**config.mk**
```make
export PLATFORM = sky130hd
export DESIGN_NAME = intermediate_signal_sweep_ctrl
export DESIGN_NICKNAME = d
export VERILOG_FILES = /design/src/rtl/intermediate_signal_sweep_ctrl.sv
export SDC_FILE = /design/constraint.sdc
export NUM_CORES = 1
export LEC_CHECK = 0
export ABC_AREA = 1
export BUFFER_PORTS_ARGS = -buffer_cell sky130_fd_sc_hd__buf_2
export CORE_MARGIN = 5
export CORE_UTILIZATION = 45
export CTS_BUF_LIST = sky130_fd_sc_hd__clkbuf_16
export CTS_CLUSTER_SIZE = 24
export DETAILED_ROUTE_END_ITERATION = 16
export PLACE_DENSITY = 0.74
export SLEW_MARGIN = 30
export SYNTH_ARGS = -nofsm -noshare
export SYNTH_HDL_FRONTEND = slang
export SYNTH_SLANG_ARGS = --single-unit
```
**constraint.sdc**
```tcl
create_clock -name clk -period 1.45 [get_ports clk]
set_clock_uncertainty 0.05 [all_clocks]
set_input_delay 0.0725 -clock clk [delete_from_list [all_inputs] [get_ports clk]]
set_output_delay 0.0725 -clock clk [all_outputs]
set_load 0.01 [all_outputs]
```
**src/rtl/intermediate_signal_sweep_ctrl.sv**
```systemverilog
// Stimulus sequencer and checker for the 3-input intermediate-signal block
// (out_1 = in_1 & in_2 & in_3, out_2 = (in_1 & in_2) | in_3).
// A start pulse walks stim through vectors 0..7. Each vector is held for
// SETTLE idle cycles plus one check cycle. The DUT outputs are compared
// against a built-in golden model, and the error count plus the first
// failing vector are reported.
module intermediate_signal_sweep_ctrl #(
    parameter int unsigned SETTLE = 1,
    parameter int unsigned CNT_W  = 4
) (
    input  logic             clk,
    input  logic             rst,
    input  logic             start,
    input  logic             abort,
    input  logic             dut_out1,
    input  logic             dut_out2,
    output logic [2:0]       stim,
    output logic             busy,
    output logic             done,
    output logic             pass,
    output logic [CNT_W-1:0] err_cnt,
    output logic             first_fail_valid,
    output logic [2:0]       first_fail_vec
);

    localparam logic [1:0] ST_IDLE   = 2'd0;
    localparam logic [1:0] ST_SETTLE = 2'd1;
    localparam logic [1:0] ST_CHECK  = 2'd2;
    localparam logic [1:0] ST_DONE   = 2'd3;

    localparam logic [3:0]       SETTLE_LD = 4'(SETTLE);
    localparam logic [CNT_W-1:0] ERR_MAX   = {CNT_W{1'b1}};
    localparam logic [CNT_W-1:0] ERR_ZERO  = {CNT_W{1'b0}};
    localparam logic [CNT_W-1:0] ERR_ONE   = {{(CNT_W-1){1'b0}}, 1'b1};

    // With no settle time, each vector goes straight to its check cycle.
    localparam logic [1:0] ST_AFTER_LOAD = (SETTLE_LD == 4'd0) ? ST_CHECK : ST_SETTLE;

    // Golden model of the block under test: bit0 = out_1, bit1 = out_2.
    function automatic logic [1:0] golden(input logic [2:0] v);
        golden = {(v[0] & v[1]) | v[2], v[0] & v[1] & v[2]};
    endfunction

    logic [1:0]       state_r;
    logic [3:0]       cnt_r;
    logic [2:0]       stim_r;
    logic             busy_r;
    logic             done_r;
    logic             pass_r;
    logic [CNT_W-1:0] err_cnt_r;
    logic             ffv_r;
    logic [2:0]       ffvec_r;

    logic [1:0]       exp_s;
    logic             mismatch_s;
    logic [CNT_W-1:0] err_next_s;

    // Compare the DUT against the golden model and form the saturating error count.
    always_comb begin
        exp_s      = golden(stim_r);
        mismatch_s = (dut_out1 != exp_s[0]) | (dut_out2 != exp_s[1]);
        if (mismatch_s && (err_cnt_r != ERR_MAX)) begin
            err_next_s = err_cnt_r + ERR_ONE;
        end else begin
            err_next_s = err_cnt_r;
        end
    end

    // Sweep sequencer: state, stimulus and result registers.
    always_ff @(posedge clk or posedge rst) begin
        if (rst) begin
            state_r   <= ST_IDLE;
            cnt_r     <= 4'd0;
            stim_r    <= 3'd0;
            busy_r    <= 1'b0;
            done_r    <= 1'b0;
            pass_r    <= 1'b0;
            err_cnt_r <= ERR_ZERO;
            ffv_r     <= 1'b0;
            ffvec_r   <= 3'd0;
        end else if (busy_r && abort) begin
            // Abort leaves err_cnt and first_fail_* at their partial values.
            state_r <= ST_IDLE;
            stim_r  <= 3'd0;
            busy_r  <= 1'b0;
            done_r  <= 1'b0;
            pass_r  <= 1'b0;
        end else begin
            case (state_r)
                ST_IDLE, ST_DONE: begin
                    if (start && !abort) begin
                        state_r   <= ST_AFTER_LOAD;
                        cnt_r     <= SETTLE_LD;
                        stim_r    <= 3'd0;
                        busy_r    <= 1'b1;
                        done_r    <= 1'b0;
                        pass_r    <= 1'b0;
                        err_cnt_r <= ERR_ZERO;
                        ffv_r     <= 1'b0;
                        ffvec_r   <= 3'd0;
                    end
                end
                ST_SETTLE: begin
                    if (cnt_r <= 4'd1) begin
                        state_r <= ST_CHECK;
                    end else begin
                        cnt_r <= cnt_r - 4'd1;
                    end
                end
                ST_CHECK: begin
                    err_cnt_r <= err_next_s;
                    if (mismatch_s && !ffv_r) begin
                        ffv_r   <= 1'b1;
                        ffvec_r <= stim_r;
                    end
                    if (stim_r == 3'd7) begin
                        state_r <= ST_DONE;
                        busy_r  <= 1'b0;
                        done_r  <= 1'b1;
                        pass_r  <= (err_next_s == ERR_ZERO);
                    end else begin
                        state_r <= ST_AFTER_LOAD;
                        cnt_r   <= SETTLE_LD;
                        stim_r  <= stim_r + 3'd1;
                    end
                end
                default: begin
                    state_r <= ST_IDLE;
                    stim_r  <= 3'd0;
                    busy_r  <= 1'b0;
                    done_r  <= 1'b0;
                    pass_r  <= 1'b0;
                end
            endcase
        end
    end

    assign stim             = stim_r;
    assign busy             = busy_r;
    assign done             = done_r;
    assign pass             = pass_r;
    assign err_cnt          = err_cnt_r;
    assign first_fail_valid = ffv_r;
    assign first_fail_vec   = ffvec_r;

endmodule

```
=== Word-level counts from Yosys, hierarchy flattened ===
Cells that the tools add are included.

* Input bits: 6
* Register bits after elaboration: 20

* Reductions and logical operators: 17
* Bitwise logic cells: 5
* Equality and inequality tests: 15
* $lt $le $gt $ge: 1
* Multiplexer cells: 31
* Add/subtract/negate cells: 3

{| class="wikitable"
|+ Operators by type and width
! operator !! count
|-
| 4-bit two-way mux || 5
|-
| 3-bit two-way mux || 4
|-
| 3-bit inequality test (second input constant) || 4
|-
| 3-bit case mux with 2 select lines || 2
|-
| 4-bit case mux with 3 select lines || 1
|-
| 1-bit two-way mux || 9
|-
| 3-bit AND reduction || 3
|-
| 2-bit two-way mux || 4
|-
| 2-bit inequality test (second input constant) || 4
|-
| 1-bit case mux with 2 select lines || 4
|-
| 4-bit case mux with 2 select lines || 1
|-
| 4-bit AND reduction || 2
|-
| 2-bit case mux with 3 select lines || 1
|-
| 4-bit by 1-bit adder with 4-bit output (second input constant) || 1
|-
| 2-bit equality test (second input constant) || 2
|-
| 4-bit by 1-bit <= comparator with 1-bit output (second input constant) || 1
|-
| 1-bit logical AND || 4
|-
| 4-bit zero test || 1
|-
| 4-bit inequality test (second input constant) || 1
|-
| 4-bit by 1-bit subtractor with 4-bit output (second input constant) || 1
|-
| 3-bit by 1-bit adder with 3-bit output (second input constant) || 1
|-
| 3-bit equality test (second input constant) || 1
|-
| 3-bit nonzero test || 1
|-
| 1-bit bitwise AND || 2
|-
| 9 further kinds || 12
|}

=== Logic depth before layout (Yosys ltp) ===
* Word-level depth: 10
* Mapped depth: 13
* Depth with buffers taken out: 13

=== Least setup slack after synthesis ===
OpenSTA, ideal clock, no wires.

* Path type: flip-flop to flip-flop
* From: reg stim_r[0], in the netlist stim[0]
* To: reg pass_r, in the netlist pass
* Period minus slack after synthesis: 1570 ps
* Path buffers: 0
* Stages on the path, launching flop included: 13
* Slack: -120 ps
* Data required time: 1280 ps
* Arrival time: 1400 ps
* Library setup time: 120 ps
* Cell sequence: dfrtp_1 > ha_1 > ha_1 > inv_1 > nand2_1 > nand2_1 > nand2_2 > nand2_2 > nand2_1 > nand3_1 > nor2_1 > nand2_1 > nand2_1

* Longest elaborated chain between the ends: 10
* Elaborated cells on any way between the ends: 15
* Classes of those cells: eq/ne (4); mux (4); bitwise (4); reduce/logical (3)

{| class="wikitable"
|+ RTL lines
! item !! RTL line !! RTL
|-
| start, declared || 46 || <nowiki>logic [2:0] stim_r;</nowiki>
|-
| start signal, assigned || 124 || <nowiki>stim_r <= stim_r + 3'd1;</nowiki>
|-
| 1-bit bitwise AND || 41 || <nowiki>golden = {(v[0] & v[1]) | v[2], v[0] & v[1] & v[2]};</nowiki>
|-
| 1-bit bitwise AND or 1-bit bitwise OR (tied branches) || 41 ||
|-
| 1-bit inequality test || 61 || <nowiki>mismatch_s = (dut_out1 != exp_s[0]) | (dut_out2 != exp_s[1]);</nowiki>
|-
| 1-bit bitwise OR || 61 ||
|-
| 1-bit logical AND || 62 || <nowiki>if (mismatch_s && (err_cnt_r != ERR_MAX)) begin</nowiki>
|-
| 4-bit two-way mux || 62 ||
|-
| 4-bit zero test || 120 || <nowiki>pass_r <= (err_next_s == ERR_ZERO);</nowiki>
|-
| 1-bit two-way mux || 116 || <nowiki>if (stim_r == 3'd7) begin</nowiki>
|-
| 1-bit case mux with 2 select lines || 89 || <nowiki>case (state_r)</nowiki>
|-
| 1-bit two-way mux || 81 || <nowiki>end else if (busy_r && abort) begin</nowiki>
|-
| end signal, assigned || 120 ||
|-
| end, declared || 49 || <nowiki>logic pass_r;</nowiki>
|}

Several ways; a longest one is shown, not always the timed one. The select of a mux whose other input is x is not followed.
A chain may end at the register's enable or synchronous reset.

=== Final worst setup path ===
Ends and elaborated chain as after synthesis.

==> results_dict.tcl <==
set metrics [dict create \
    seq_power_share 0.264 \
    dp_slack_ns -0.1813 \
    crit_fanout 6 \
    die_x_um 62.04 \
    viasPerCell 5.224 \
    ctsLongestPathBuffers 2 \
    yosys.cell_types.count 23 \
    crit_start "stim[0]" \
    die-height_um 62.04 \
    gr-total-overflow 0 \
    synth.most_common_cell "nand2_1" \
    layout.cells.non_filler 232 \
    clkPwrFrac 0.205 \
    io_pins 20 \
    status "finished, violations left" \
    cap_violations 0 \
    power_switching_uw 1117 \
    ys_top_cells_by_count "nand2_1 (38), inv_1 (22), dfrtp_1 (20)" \
    drv_slew 0 \
    synth_compound_area_frac 0.1088 \
    drcViolationCount 0 \
    clock.fmax_mhz 620.9 \
    critical_path_arrival_ns 1.71 \
    worst_slack_ns -0.1606 \
    clkSinkCount 20 \
    synth_edf_count 0 \
    ir_drop_uv 1133 \
    power.internal_uw 1700 \
    via_count 1212 \
    cts_htree_levels 1 \
    finalHoldViolCount 0 \
    violations "negative setup slack" \
    critPathRequiredTime_ns 1.55 \
    portBuffers 19 \
    p_leak_uw 0.0009260 \
    reg2reg_from "stim[0]" \
    grt_first_pass_wirelength_mm 4.912 \
    dieArea_um2 3849 \
    fillers 178 \
    p_total_uw 2817 \
    grt_max_degree 21 \
    synthMuxAreaShare 0 \
    multi_input_area_um2 760.7 \
    wl_per_cell_um 13.81 \
    dp_cells 223 \
    drive_above_1_share 0.4257 \
    place_area_um2 1509 \
    postRouteAntennaNets 0 \
    synthAdderAreaFrac 0.09240 \
    yosys_warnings 0 \
    gp_congestion 0.8423 \
    synth_flop_cell "dfrtp_1" \
    initial_core_util 0.4789 \
    ys_seq_area_frac 0.4107 \
    cts_tree "done" \
    drt-total-wl_mm 3.203 \
    rsz0062_at_grt "yes" \
    path_clk_slew_ns 0.06 \
    worst_setup_path_start_kind "flip-flop" \
    power.density_nw_per_um2 1612 \
    cts_made_buffers 3 \
    synth.top_cells.by_area "dfrtp_1 (41%), nand2_1 (12%), ha_1 (9.2%)" \
    synthSimpleGateAreaFrac 0.2988 \
    rows 18 \
    synth_top_area_frac 0.4107 \
    grt_pass1_vias 1190 \
    cts_root_buf "clkbuf_16" \
    drt-initial-drc-count 47 \
    syn-num-nets 171 \
    setup_violations 14 \
    diodes 0 \
    min-delay-start "abort" \
    first_pass_iters 4 \
    clkLatencyLatePin_ns 0.26 \
    p_comb_frac 0.532 \
    seqCellArea_um2 500.5 \
    areaGrowthSynthToFinish_pct 43.43 \
    cp-end-kind "flip-flop" \
    synth_top_family_by_area "simple AND/OR/NAND/NOR gates" \
    async_reset_ff_frac 1.000 \
    tns_ns -1.362 \
    syn_avg_cell_area_um2 7.812 \
    yosys.area_share.xor_xnor 0.01437 \
    antenna_found_initial 0 \
    synth_top_area_cell "dfrtp_1" \
    syn_inst 156 \
    grt_use_total 0.1727 \
    switching_share 0.3964 \
    ys_ff_latch 20 \
    nets 218 \
    slew_headroom 0.7892 \
    core_area_um2 2545 \
    hold_class "primary input to flip-flop" \
    fin_crit_sh 1.111 \
    syn-cell-area_um2 1219 \
    min_period_ns 1.611 \
    hpwl_mm 2.138 \
    tightest_slew_ns 0.3162 \
    setup.worst_path.class "flip-flop to flip-flop" \
    fin_area_um2 1748 \
]
## flip-flops by register name (all words and copies together) (netlist names)
register          flops
done                  1
busy                  1
cnt_r                 4
first_fail_valid      1
err_cnt               4
stim                  3
first_fail_vec        3
pass                  1
state_r               2
## cell families after synthesis
group,count (synthesis)
AO/OA/AOI/OAI,25
XOR/XNOR,2
adder cells (fa/ha/maj),9
buffers and inverters,24
flip-flops,20
AND/OR/NAND/NOR,76
## power groups by stage
stage               sequential [uW]  clock [uW]  combinational [uW]
finish                          742         576                1500
detailed placement              748           0                1270
global placement                746           0                1230
CTS                             740         578                1350
floorplan                       777           0                 760
global route                    758         594                1670
## path summary, 6_finish.rpt
kind	depth (start not counted)	end	slack, ns
hold reg to reg	2	pass	0.45
max in group asynchronous	4	err_cnt[1]	0.81
setup reg to reg	12	pass	-0.16
hold / removal	4	done	0.27
setup / recovery	12	pass	-0.16
min in group asynchronous	4	stim[2]	0.33
## layout make-up
| type | count | share of cell area |
|---|---|---|
| clock buffers | 3 | 0.04295 |
| clock inverters | 1 | 0.002147 |
| inverters | 23 | 0.05082 |
| multi-input cells | 112 | 0.4352 |
| flip-flops and latches | 20 | 0.2863 |
| well taps | 30 | 0.02147 |
| repair buffers | 43 | 0.1611 |
## timing repair
item                                   in CTS  in global routing
cloned                                      0                  0
resized for setup                          15                 21
pin swaps                                   9                  9
hold buffers                                1                  0
endpoints found under the hold margin      20                  0
setup buffers                               3                  1
setup endpoints to repair                  18                 20
## per-layer routing
layer | share of wire | track usage
met1 | 0.43 | 0.2044
met4 | 0.011 | 0.05455
met2 | 0.53 | 0.3151
met3 | 0.033 | 0.02893
met5 | 0 | 0
## worst max-delay path, cell delays in order, from the launching register on
cell,delay [ns]
dfrtp_1,0.39
ha_2,0.22
ha_4,0.18
inv_2,0.05
nand2_2,0.05
nand2_2,0.09
nand2_4,0.09
nand2_4,0.11
nand2_4,0.07
nand3_2,0.08
nor2_2,0.04
nand2_1,0.05
nand2_1,0.04
## metrics by stage
step           hold slack [ns]    util
2_1_floorplan         -0.01367       -
3_3_place_gp           0.05597  0.5929
3_5_place_dp           0.06148  0.5929
4_1_cts                 0.2521  0.6559
5_1_grt                 0.3325  0.6868
6_report                0.2738  0.6868
## placed cells by master (no fill, tap or decap), types with 2 or more instances in the layout
| cell | synthesis | final |
|---|---|---|
| xor2_1 | 2 | 2 |
| o21ai_0 | 16 | 12 |
| nand2_2 | 6 | 15 |
| nand2_4 | 1 | 6 |
| ha_1 | 9 | 5 |
| nor2_2 | 0 | 2 |
| buf_2 | 0 | 19 |
| dfrtp_1 | 20 | 20 |
| nor3_2 | 1 | 2 |
| nand2_1 | 38 | 24 |
| a21oi_1 | 2 | 2 |
| clkbuf_16 | 0 | 3 |
| inv_2 | 1 | 4 |
| inv_1 | 22 | 18 |
| nand3_1 | 15 | 13 |
| nand3_2 | 2 | 3 |
| nor2_1 | 9 | 7 |
| buf_4 | 0 | 22 |
| ha_4 | 0 | 3 |
| o21ai_1 | 4 | 8 |
Power figures use the tool's default switching activity.
